$ cat src/rtl/cpu_bus_if.sv
// Byte-wide memory/IO bus between the core and its memory system.
// The core holds address, r/w and data_out steady until ready is sampled high.
interface cpu_bus_if #(parameter int AW = 16);
  logic [AW-1:0] adress_bus;
  logic [7:0]    data_in;
  logic [7:0]    data_out;
  logic          r;
  logic          w;
  logic          ready;

  modport master (output adress_bus, data_out, r, w, input data_in, ready);
  modport slave  (input adress_bus, data_out, r, w, output data_in, ready);
endinterface

$ cat src/rtl/cpu_core_p.sv
// Small accumulator-less CPU: 2-byte instructions, DW-wide register file,
// ALU/branch/system ops plus byte-serial LD/ST into an IO window.
module cpu_core_p #(
  parameter int          DW       = 8,
  parameter int          NREG     = 16,
  parameter int          AW       = 16,
  parameter logic [15:0] RESET_PC = 16'h2000,
  parameter logic [15:0] IO_BASE  = 16'hFF00
) (
  input  logic      clk,
  input  logic      reset,
  cpu_bus_if.master bus,
  output logic      halt
);
  typedef enum logic [2:0] {FETCH0, FETCH1, EXEC, MEM, HALTED} state_t;

  state_t        state, nxt_state;
  logic [AW-1:0] pc, nxt_pc, ipc, nxt_ipc, addr, nxt_addr;
  logic [7:0]    ir0, nxt_ir0, ir1, nxt_ir1, dout, nxt_dout, lo, nxt_lo;
  logic          rq, nxt_rq, wq, nxt_wq, mb, nxt_mb, hlt, nxt_hlt;
  logic          c_f, z_f, n_f, v_f, nxt_c, nxt_z, nxt_n, nxt_v;
  logic [DW-1:0] regs [NREG];
  logic          we;
  logic [DW-1:0] wd, res;

  logic [3:0]    op, rd;
  logic [DW-1:0] a, b;
  logic [DW:0]   sum, diff;
  logic [15:0]   ld16, st16;
  logic [AW-1:0] io_addr, off;
  logic          take;

  assign bus.adress_bus = addr;
  assign bus.r          = rq;
  assign bus.w          = wq;
  assign bus.data_out   = dout;
  assign halt           = hlt;

  assign op      = ir0[7:4];
  assign rd      = ir0[3:0];
  assign a       = (32'(rd) < NREG) ? regs[rd] : '0;
  assign b       = op[3] ? ((32'(ir1[3:0]) < NREG) ? regs[ir1[3:0]] : '0) : DW'(ir1);
  assign sum     = {1'b0, a} + {1'b0, b};
  assign diff    = {1'b0, a} - {1'b0, b};
  assign st16    = 16'(a);
  assign ld16    = (DW == 16) ? {bus.data_in, lo} : {8'h00, bus.data_in};
  assign io_addr = AW'(IO_BASE) + AW'(ir1[6:0]);
  assign off     = {{(AW-8){ir1[7]}}, ir1};

  always_comb begin
    case (rd)
      4'h0: take = z_f;
      4'h1: take = ~z_f;
      4'h2: take = c_f;
      4'h3: take = ~c_f;
      4'h4: take = n_f;
      4'h5: take = ~n_f;
      4'h6: take = v_f;
      4'h7: take = ~v_f;
      4'h8: take = n_f ^ v_f;
      4'h9: take = ~(n_f ^ v_f);
      4'hA: take = 1'b1;
      default: take = 1'b0;
    endcase
  end

  always_comb begin
    nxt_state = state; nxt_pc = pc; nxt_ipc = ipc; nxt_addr = addr;
    nxt_ir0 = ir0; nxt_ir1 = ir1; nxt_dout = dout; nxt_lo = lo;
    nxt_rq = rq; nxt_wq = wq; nxt_mb = mb; nxt_hlt = hlt;
    nxt_c = c_f; nxt_z = z_f; nxt_n = n_f; nxt_v = v_f;
    we = 1'b0; res = a; wd = '0;
    case (state)
      FETCH0: begin
        // r low here only right after reset: issue the first fetch
        if (!rq) begin
          nxt_rq = 1'b1; nxt_addr = pc;
        end else if (bus.ready) begin
          nxt_ir0 = bus.data_in; nxt_ipc = pc;
          nxt_pc = pc + 1'b1; nxt_addr = pc + 1'b1;
          nxt_state = FETCH1;
        end
      end
      FETCH1: if (bus.ready) begin
        nxt_ir1 = bus.data_in; nxt_pc = pc + 1'b1;
        nxt_rq = 1'b0; nxt_state = EXEC;
      end
      EXEC: begin
        nxt_state = FETCH0; nxt_rq = 1'b1; nxt_addr = pc;
        case (op)
          4'h7: if (take) begin
            nxt_pc = ipc + off; nxt_addr = ipc + off;
          end
          4'hE: begin
            nxt_state = MEM; nxt_addr = io_addr; nxt_mb = 1'b0;
            nxt_rq = ~ir1[7]; nxt_wq = ir1[7]; nxt_dout = st16[7:0];
          end
          4'hF: case (ir1)
            8'h01: begin nxt_state = HALTED; nxt_rq = 1'b0; nxt_hlt = 1'b1; end
            8'h02: nxt_c = 1'b0;
            8'h03: begin nxt_c = 1'b0; nxt_z = 1'b0; nxt_n = 1'b0; nxt_v = 1'b0; end
            default: ;
          endcase
          default: begin
            case (op[2:0])
              3'd0: begin
                res = sum[DW-1:0]; nxt_c = sum[DW];
                nxt_v = (a[DW-1] == b[DW-1]) && (res[DW-1] != a[DW-1]);
              end
              3'd1, 3'd6: begin
                res = diff[DW-1:0]; nxt_c = diff[DW];
                nxt_v = (a[DW-1] != b[DW-1]) && (res[DW-1] != a[DW-1]);
              end
              3'd2: begin res = a & b; nxt_v = 1'b0; end
              3'd3: begin res = a | b; nxt_v = 1'b0; end
              3'd4: begin res = a ^ b; nxt_v = 1'b0; end
              default: res = b;
            endcase
            if (op[2:0] != 3'd5) begin
              nxt_z = (res == '0); nxt_n = res[DW-1];
            end
            we = (op[2:0] != 3'd6);
            wd = res;
          end
        endcase
      end
      MEM: if (bus.ready) begin
        // 16-bit transfers go low byte first, then high byte at addr+1
        if (DW == 16 && !mb) begin
          nxt_mb = 1'b1; nxt_lo = bus.data_in;
          nxt_addr = addr + 1'b1; nxt_dout = st16[15:8];
        end else begin
          we = rq; wd = ld16[DW-1:0];
          nxt_rq = 1'b1; nxt_wq = 1'b0; nxt_addr = pc; nxt_state = FETCH0;
        end
      end
      HALTED: ;
      default: nxt_state = FETCH0;
    endcase
  end

  always_ff @(posedge clk or negedge reset) begin
    if (!reset) begin
      state <= FETCH0; pc <= AW'(RESET_PC); ipc <= '0; addr <= '0;
      ir0 <= '0; ir1 <= '0; dout <= '0; lo <= '0;
      rq <= 1'b0; wq <= 1'b0; mb <= 1'b0; hlt <= 1'b0;
      c_f <= 1'b0; z_f <= 1'b0; n_f <= 1'b0; v_f <= 1'b0;
    end else begin
      state <= nxt_state; pc <= nxt_pc; ipc <= nxt_ipc; addr <= nxt_addr;
      ir0 <= nxt_ir0; ir1 <= nxt_ir1; dout <= nxt_dout; lo <= nxt_lo;
      rq <= nxt_rq; wq <= nxt_wq; mb <= nxt_mb; hlt <= nxt_hlt;
      c_f <= nxt_c; z_f <= nxt_z; n_f <= nxt_n; v_f <= nxt_v;
    end
  end

  always_ff @(posedge clk or negedge reset) begin
    if (!reset) begin
      for (int i = 0; i < NREG; i++) regs[i] <= '0;
    end else if (we && 32'(rd) < NREG) begin
      regs[rd] <= wd;
    end
  end
endmodule

$ cat src/flat_wrapper.sv
// flat-port wrapper written by rule: the top's interface ports become plain ports
module cpu_core_p_flat 
#(
  parameter int          DW       = 8,
  parameter int          NREG     = 16,
  parameter int          AW       = 16,
  parameter logic [15:0] RESET_PC = 16'h2000,
  parameter logic [15:0] IO_BASE  = 16'hFF00
)
  (clk, reset, halt, bus_adress_bus, bus_data_out, bus_r, bus_w, bus_data_in, bus_ready);
  cpu_bus_if #(.AW(AW)) bus_i ();
  input  logic clk;
  input  logic reset;
  output logic halt;
  output wire logic [$bits(bus_i.adress_bus)-1:0] bus_adress_bus;
  output wire logic [$bits(bus_i.data_out)-1:0] bus_data_out;
  output wire logic [$bits(bus_i.r)-1:0] bus_r;
  output wire logic [$bits(bus_i.w)-1:0] bus_w;
  input wire logic [$bits(bus_i.data_in)-1:0] bus_data_in;
  input wire logic [$bits(bus_i.ready)-1:0] bus_ready;
  assign bus_adress_bus = bus_i.adress_bus;
  assign bus_data_out = bus_i.data_out;
  assign bus_r = bus_i.r;
  assign bus_w = bus_i.w;
  assign bus_i.data_in = bus_data_in;
  assign bus_i.ready = bus_ready;
  cpu_core_p #(.DW(DW), .NREG(NREG), .AW(AW), .RESET_PC(RESET_PC), .IO_BASE(IO_BASE)) u_core (.clk(clk), .reset(reset), .bus(bus_i), .halt(halt));
endmodule
$ cat config.mk
export PLATFORM = sky130hd
export DESIGN_NAME = cpu_core_p_flat
export DESIGN_NICKNAME = d
export VERILOG_FILES = /design/src/rtl/cpu_bus_if.sv /design/src/rtl/cpu_core_p.sv /design/src/flat_wrapper.sv
export SDC_FILE = /design/constraint.sdc
export NUM_CORES = 1
export LEC_CHECK = 0
export ABC_CLOCK_PERIOD_IN_PS = 5500
export BUFFER_PORTS_ARGS = -buffer_cell sky130_fd_sc_hd__buf_4
export CORE_MARGIN = 3
export CORE_UTILIZATION = 57
export CTS_CLUSTER_SIZE = 28
export DETAILED_ROUTE_END_ITERATION = 8
export PLACE_DENSITY = 0.77
export SYNTH_ARGS = -nofsm -noshare
export SYNTH_HDL_FRONTEND = slang
export SYNTH_SLANG_ARGS = --single-unit
$ cat constraint.sdc
create_clock -name clk -period 5.5 [get_ports clk]
set_input_delay 1.1 -clock clk [delete_from_list [all_inputs] [get_ports clk]]
set_output_delay 1.1 -clock clk [all_outputs]
set_load 0.03 [all_outputs]
==> qor.csv, run 1 <==
metric,value,unit
crit-path max FO,21,
Worst path max stage delay,0.83,ns
DR pass1 iterations,7,
Worst setup SP type,flip-flop,
Synth Area in XOR/XNOR,1.65,%
Adder-Cell Fraction of Synth Area,3.93,%
post-synth cell types,77,
"Hold Vio Cnt, Final",0,
Post-Syn Area per Cell,9.96,um^2
post_cts resized,0,
register area share after synthesis,39.5,%
Die W,159,um
data required time at the worst endpoint,5.93,ns
Hold Startpoint,u_core.bus.adress_bus[2]$_DFFE_PN0P_,
first-pass GRT wire length,61.2,mm
setup TNS,0,ns
crit share post-route,90.1,%
post-synthesis compound-gate area fraction,17.8,%
vias in the first global route,10700,
FP Rows,55,
wire per inst,23.0,um
post-DP HPWL,25.7,mm
Final Critical Period,4.96,ns
GRT Overall Usage,30.0,%
drt total wl,38.0,mm
Yosys reg bits,210,
slowest CP cell,dfrtp_2,
IO buf count,37,
Max-Cap Viols,0,
root buf cell,clkbuf_16,
"CP delay by family, top",compound AO/OA/AOI/OAI gates,
CTS buffer count,23,
GP Congestion,0.952,
Post-Synthesis Cells,1335,
clk buf depth,3,
"commonest cells after routing, fill and taps aside","dfrtp_1 (206), nor2_1 (138), a21oi_1 (123)",
worst-skew pair later-pin latency,0.54,ns
max_slew headroom,7.77,%
outcome,finished clean,
ys async rst share,100,%
post-synthesis mux area share,20.3,%
RR Startpoint,u_core.ir0[0]$_DFFE_PN0P_,
"leading cell type in the layout, fill and taps excluded",dfrtp_1,
DIE AREA,0.0252,mm^2
"Setup violations, final",0,
clock-pin slew on the worst setup and hold paths,0.06,ns
simple-gate share of the synthesized area,12.4,%
Initial Util,58.4,%
Buffers & Inverters on Critical Path,3,
top cell type's share of synthesized area,39.3,%
initial drt markers,1022,
dominant synthesized flop cell,dfrtp_1,
hold buffers post-CTS,0,
"area leader, netlist",dfrtp_1,
Worst R2R Setup Slack,0.54,ns
ant diodes,0,
RSZ-0062 raised after global routing,false,
Post-Synthesis Cell Area,0.0133,mm^2
Nets,1377,
CTS tree,built,
layout cell share with drive strength beyond 1,21.1,%
Min-Delay Endpoint,u_core.bus.adress_bus[2]$_DFFE_PN0P_,
die height,159,um
Worst EP arrival,5.39,ns
CP Launch Point,u_core.ir0[0]$_DFFE_PN0P_,
main combinational cell family by area after synthesis,multiplexers,
leading post-synthesis cells by cell area,"dfrtp_1 (39%), mux4_2 (12%), mux2_2 (7.4%), a21oi_1 (4.6%), o21ai_0 (4.2%)",
initial antenna violation count,0,
number of synthesized flops with an enable pin,0,
Core Area,0.0228,mm^2
PnR worst setup slack,0.542,ns
clk sinks,210,
H-tree Lvls,1,
Overflow after GRT,0,
crit-path cells,"mux4_2, mux4_2, inv_1, ha_1, inv_1, fa_1, a21o_1, a21oi_1, a31oi_1, nand4_1, o21ai_0, a211oi_1, a22oi_1, buf_4, o21ai_0",
drt drc,0,
pin count of the biggest net entering global routing,131,
syn nets,1386,
Ys Warns,0,
Area growth syn-to-layout,9.59,%
class of the worst hold path,flip-flop to flip-flop,
"Worst Path Class, Setup",flip-flop to flip-flop,
Worst Hold Depth,2,
CP Capture Type,flip-flop,
Vias,11100,
skew final,0.0149,ns
vias per inst,6.67,
Worst Max-Slew Pin Slew,1.38,ns
setup bufs post-CTS,0,
I/O pin cnt,38,
"worst slack, placed",0.563,ns
FF-to-FF End,u_core.regs[28]$_DFFE_PN0P_,
Slew Limit Fails,0,
reg2reg path depth,15,
fmax,202,MHz
post-route ant nets,0,
how the worst max path moves through the flow:
stage                     slack [ns]                           end  cells past startpoint
final                           0.54   u_core.regs[28]$_DFFE_PN0P_                     15
after global routing            0.26   u_core.regs[79]$_DFFE_PN0P_                     12
after CTS                       0.53  u_core.regs[119]$_DFFE_PN0P_                     13
after detailed placement        0.56   u_core.regs[87]$_DFFE_PN0P_                     13
after global placement          0.64   u_core.regs[87]$_DFFE_PN0P_                     13
after floorplan                 0.38  u_core.regs[118]$_DFFE_PN0P_                     19
worst register-to-register path, cell delays in order (launching register included):
cell and delay, ns:
dfrtp_2 0.83, mux4_2 0.65, mux4_2 0.57, inv_1 0.12, ha_1 0.17, inv_1 0.06
fa_1 0.42, a21o_1 0.22, a21oi_1 0.37, a31oi_1 0.15, nand4_1 0.17, o21ai_0 0.11
a211oi_1 0.46, a22oi_1 0.13, buf_4 0.22, o21ai_0 0.21
state kept, by name (all words and copies together) (netlist names), 3 cells and up:
register	count
u_core.regs	128
u_core.bus.data_out	8
u_core.ipc	16
u_core.state	3
u_core.pc	16
u_core.ir0	8
u_core.bus.adress_bus	16
u_core.ir1	8
synth_stat cells, drive strengths merged, types with 11 or more instances:
cell	count
a211oi	11
a21oi	125
a22oi	14
a31oi	16
and3	12
buf	28
clkbuf	74
dfrtp	209
ha	37
inv	37
mux2	87
mux2i	14
mux4	70
nand2	106
nand2b	17
nand3	22
nor2	139
nor2b	13
nor3	15
o21ai	115
xnor2	17
metrics by stage:
step                      instance area (um^2)  hold slack (ns)  cells  util [%]
after floorplan                          13300            0.461   1335         -
after global placement                   13800            0.444   1614      60.6
after detailed placement                 13800            0.472   1614      60.6
after CTS                                14600            0.485   1656      64.0
after global routing                     14600            0.497   1656      64.0
final                                    14600            0.482   1656      64.0
layout make-up:
type / instances / area (um^2)
Fill cell: 1784 / 8210
Multi-Input combinational cell: 985 / 7470
Sequential cell: 210 / 5260
Clock buffer: 35 / 691
Timing Repair Buffer: 68 / 531
Tap cell: 313 / 392
Inverter: 38 / 148
Clock inverter: 7 / 80.1
cell families after synthesis:
group           Yosys count
compound gates          383
mux                     171
flops                   210
simple gates            366
xor+xnor                 25
buf+inv                 140
fa+ha+maj                40
per-layer routing:
metal / global-route usage, % / vias to the layer above / wire length, um
met2: 46.2 / 611 / 17100
met3: 5.01 / 119 / 3550
met4: 11.1 / 0 / 1670
met1: 43.3 / 5427 / 15700
li1: - / 4896 / -
met5: 0 / - / 0
Power of run 1 is not shown: default switching activity piles up to over one toggle a cycle in this logic, so the estimate is an artifact.
==> run 2: changes to the inputs <==
- ABC_AREA: default -> 1
- ABC_CLOCK_PERIOD_IN_PS: 5500 -> 4410
- REMOVE_ABC_BUFFERS: default -> 1
- clock period: 5.5 -> 4.41 ns (I/O delays scaled with it)
==> run 2 against run 1 <==
Net effect:
- cell area grew 2.9%
- critical path depth grew 6
- first-iteration DRC count grew 57%
- flip-flop and latch count stayed put
- utilization is 1.7 points higher
- cell count rose by 36%
- fmax rose by 18%
- non-clock buffer count grew 26
- via count increased by 23%
==> qor.csv, run 2 <==
metric,value,unit,change
drt total wl,46.0,mm,+21%
die height,159,um,+0.31%
I/O pin cnt,38,,unchanged
FF-to-FF End,u_core.regs[127]$_DFFE_PN0P_,,
data required time at the worst endpoint,4.82,ns,-1.11 ns
clk buf depth,3,,unchanged
most frequent cell after synthesis,nand2_1,,
post-route ant nets,0,,unchanged
Vias,13600,,+23%
"commonest cells after routing, fill and taps aside","nand2_1 (599), o21ai_0 (211), dfrtp_1 (206)",,
dominant synthesized flop cell,dfrtp_1,,
Largest register FFs,128,,unchanged
Nets,1978,,+44%
Worst EP arrival,4.63,ns,-0.76 ns
Fill cells,2054,,+15%
post-synth cell types,53,,-31%
Yosys reg bits,210,,unchanged
initial drt markers,1603,,+57%
pin count of the biggest net entering global routing,120,,-8.4%
Worst Max-Slew Pin Slew,0.993,ns,-0.386 ns
"Setup violations, final",0,,unchanged
class of the worst hold path,input port to async pin,,
Ys Warns,0,,unchanged
post-layout power,0.0143,W,
layout cell share with drive strength beyond 1,10.4,%,-11 points
GRT Overall Usage,35.7,%,+5.7 points
Max-Cap Viols,0,,unchanged
Reg with most FFs,u_core.regs,,
"area leader, netlist",dfrtp_1,,
Clk pwr share,13.7,%,
Peak supply drop,0.000463,V,
crit share post-route,95.6,%,+5.4 points
drt drc,0,,unchanged
"leading cell type in the layout, fill and taps excluded",nand2_1,,
RSZ-0062 raised after global routing,false,,
FP Rows,55,,unchanged
power per cell area,956,mW/mm^2,
ys async rst share,100,%,unchanged
Switching Share,52.3,%,
IO buf count,37,,unchanged
max_slew headroom,33.8,%,+26 points
Switch Pwr,0.00750,W,
Area growth syn-to-layout,12.1,%,
CP Capture Type,flip-flop,,
RR Startpoint,u_core.ir0[1]$_DFFE_PN0P_,,
setup TNS,0,ns,unchanged
number of synthesized flops with an enable pin,0,,unchanged
DR pass1 iterations,9,,+2
first-pass GRT wire length,72.5,mm,+19%
Sequential Area,0.00526,mm^2,unchanged
Multi-input gate area,0.00695,mm^2,-6.9%
"Hold Vio Cnt, Final",0,,unchanged
register area share after synthesis,39.3,%,-0.25 points
clock-pin slew on the worst setup and hold paths,0.06,ns,about the same
CTS tree,built,,
DIE AREA,0.0253,mm^2,+0.62%
wire per inst,20.4,um,-11%
Initial Util,58.6,%,+0.20 points
Post-Synthesis Cell Area,0.0134,mm^2,+0.64%
Post-Synthesis Cells,1875,,+40%
clk sinks,210,,unchanged
H-tree Lvls,1,,unchanged
sequential share of power,25.7,%,
vias in the first global route,13000,,+22%
Post-Syn Area per Cell,7.13,um^2,-28%
combinational share of power,60.6,%,
ant diodes,0,,unchanged
root buf cell,clkbuf_16,,
outcome,finished clean,,
Core Area,0.0228,mm^2,+0.30%
initial antenna violation count,0,,unchanged
vias per inst,6.03,,-9.7%
Slew Limit Fails,0,,unchanged
post-DP HPWL,33.2,mm,+29%
GP Congestion,1.02,,+6.8%
"Worst Path Class, Setup",flip-flop to flip-flop,,
Die W,159,um,+0.31%
Placed Instances,2213,,+37%
Final Critical Period,4.21,ns,-0.743 ns
worst-skew pair later-pin latency,0.55,ns,about the same
crit-path max FO,16,,-24%
hold buffers post-CTS,0,,unchanged
Worst setup SP type,flip-flop,,
skew final,0.0310,ns,+0.0161 ns
leading post-synthesis cells by cell area,"dfrtp_1 (39%), nand2_1 (17%), o21ai_0 (7.9%), inv_1 (5.7%), ha_1 (3.5%)",,
Leak,7.33,nW,
fmax,237,MHz,+18%
reg2reg path depth,21,,+6
P_int,0.00684,W,
CTS buffer count,24,,+4.3%
Worst R2R Setup Slack,0.20,ns,-0.35 ns
top cell type's share of synthesized area,39.1,%,-0.25 points
Commonest cells post-synth,"nand2_1 (600), o21ai_0 (211), dfrtp_1 (209)",,
Overflow after GRT,0,,unchanged
Post-Layout Cell Count,2258,,+36%
==> run 2: changes by cell type in the layout (fill, tap and decap cells not counted), moves of 46 or more <==
cell / previous run / this run
nand2_1: 106 / 599
o21ai_0: 111 / 211
mux2_2: 87 / 0
mux4_2: 70 / 0
a21oi_1: 123 / 77
inv_1: 35 / 203
==> run 2: power by group through the flow <==
stage	Clock, W	Combinational, W	Sequential (W)
floorplan	0	0.00547	0.00363
global placement	0	0.00828	0.00363
detailed placement	0	0.00840	0.00364
CTS	0.00199	0.00845	0.00362
global route	0.00207	0.00955	0.00376
finish	0.00197	0.00869	0.00368
==> run 2: cells by family after synthesis <==
kind of cell	count (synthesis)	share of synthesized area, %
fa+ha+maj	40	3.91
compound gates	466	20.4
xor+xnor	27	1.77
flops	210	39.3
buf+inv	297	8.89
simple gates	835	25.8
==> run 2: final cells by class <==
| cell class | instances | area share, % |
|---|---|---|
| well taps | 313 | 2.61 |
| repair buffers | 94 | 5.01 |
| clock buffers | 35 | 4.75 |
| inverters | 229 | 5.75 |
| flip-flops and latches | 210 | 35.1 |
| clock inverters | 9 | 0.467 |
| multi-input cells | 1368 | 46.3 |
==> run 2: worst max-delay path, stage by stage, from the launching register on <==
cell and delay (ns):
dfrtp_2 0.50, nand2_2 0.23, buf_4 0.27, buf_4 0.17, o21ai_0 0.07, o21ai_0 0.31
nand4_1 0.31, ha_1 0.45, a21o_1 0.20, o21ai_0 0.20, nand2_1 0.08, a21oi_1 0.23
or2_2 0.17, nand2_1 0.05, nand2_1 0.10, nand2_1 0.10, a21oi_1 0.13, nand3_1 0.12
nand3_2 0.13, nand2_8 0.13, nand2_1 0.09, nand2_1 0.06
==> run 2: worst max path at each step <==
stage,from,slack [ns],depth (start not counted),end
6_report,u_core.ir0[1]$_DFFE_PN0P_,0.20,21,u_core.regs[127]$_DFFE_PN0P_
5_1_grt,u_core.ir0[0]$_DFFE_PN0P_,0.007,22,u_core.regs[47]$_DFFE_PN0P_
4_1_cts,u_core.ir0[0]$_DFFE_PN0P_,0.12,23,u_core.regs[62]$_DFFE_PN0P_
3_5_place_dp,u_core.ir0[0]$_DFFE_PN0P_,0.16,23,u_core.regs[62]$_DFFE_PN0P_
3_3_place_gp,u_core.ir0[0]$_DFFE_PN0P_,0.23,23,u_core.regs[62]$_DFFE_PN0P_
2_1_floorplan,u_core.ir1[0]$_DFFE_PN0P_,0.46,22,u_core.regs[101]$_DFFE_PN0P_
==> run 2: per-stage QoR <==
step           hold WS, ns  utilization, %  worst slack, ns  instance area, um^2
6_report             0.434            65.6            0.196                15000
5_1_grt              0.510            65.6          0.00698                15000
4_1_cts              0.472            65.5            0.121                15000
3_3_place_gp         0.451            62.1            0.227                14200
3_5_place_dp         0.457            62.1            0.160                14200
2_1_floorplan        0.449               -            0.464                13000
==> run 2: what timing repair did <==
| action | 4_1_cts | 5_1_grt |
|---|---|---|
| setup endpoints to repair | 0 | 68 |
| setup buffers | 0 | 1 |
| endpoints found under the hold margin | 0 | 0 |
| resized for setup | 0 | 10 |
==> run 2: layer usage <==
| metal | global-route usage, % | vias to the layer above | share of wire (%) |
|---|---|---|---|
| met5 | 0 | - | 0 |
| li1 | - | 6283 | - |
| met2 | 57.8 | 796 | 46 |
| met3 | 6.17 | 164 | 9.0 |
| met1 | 47.4 | 6373 | 40 |
| met4 | 15.7 | 0 | 5.2 |
No activity file was read; power rests on OpenSTA's default activity.
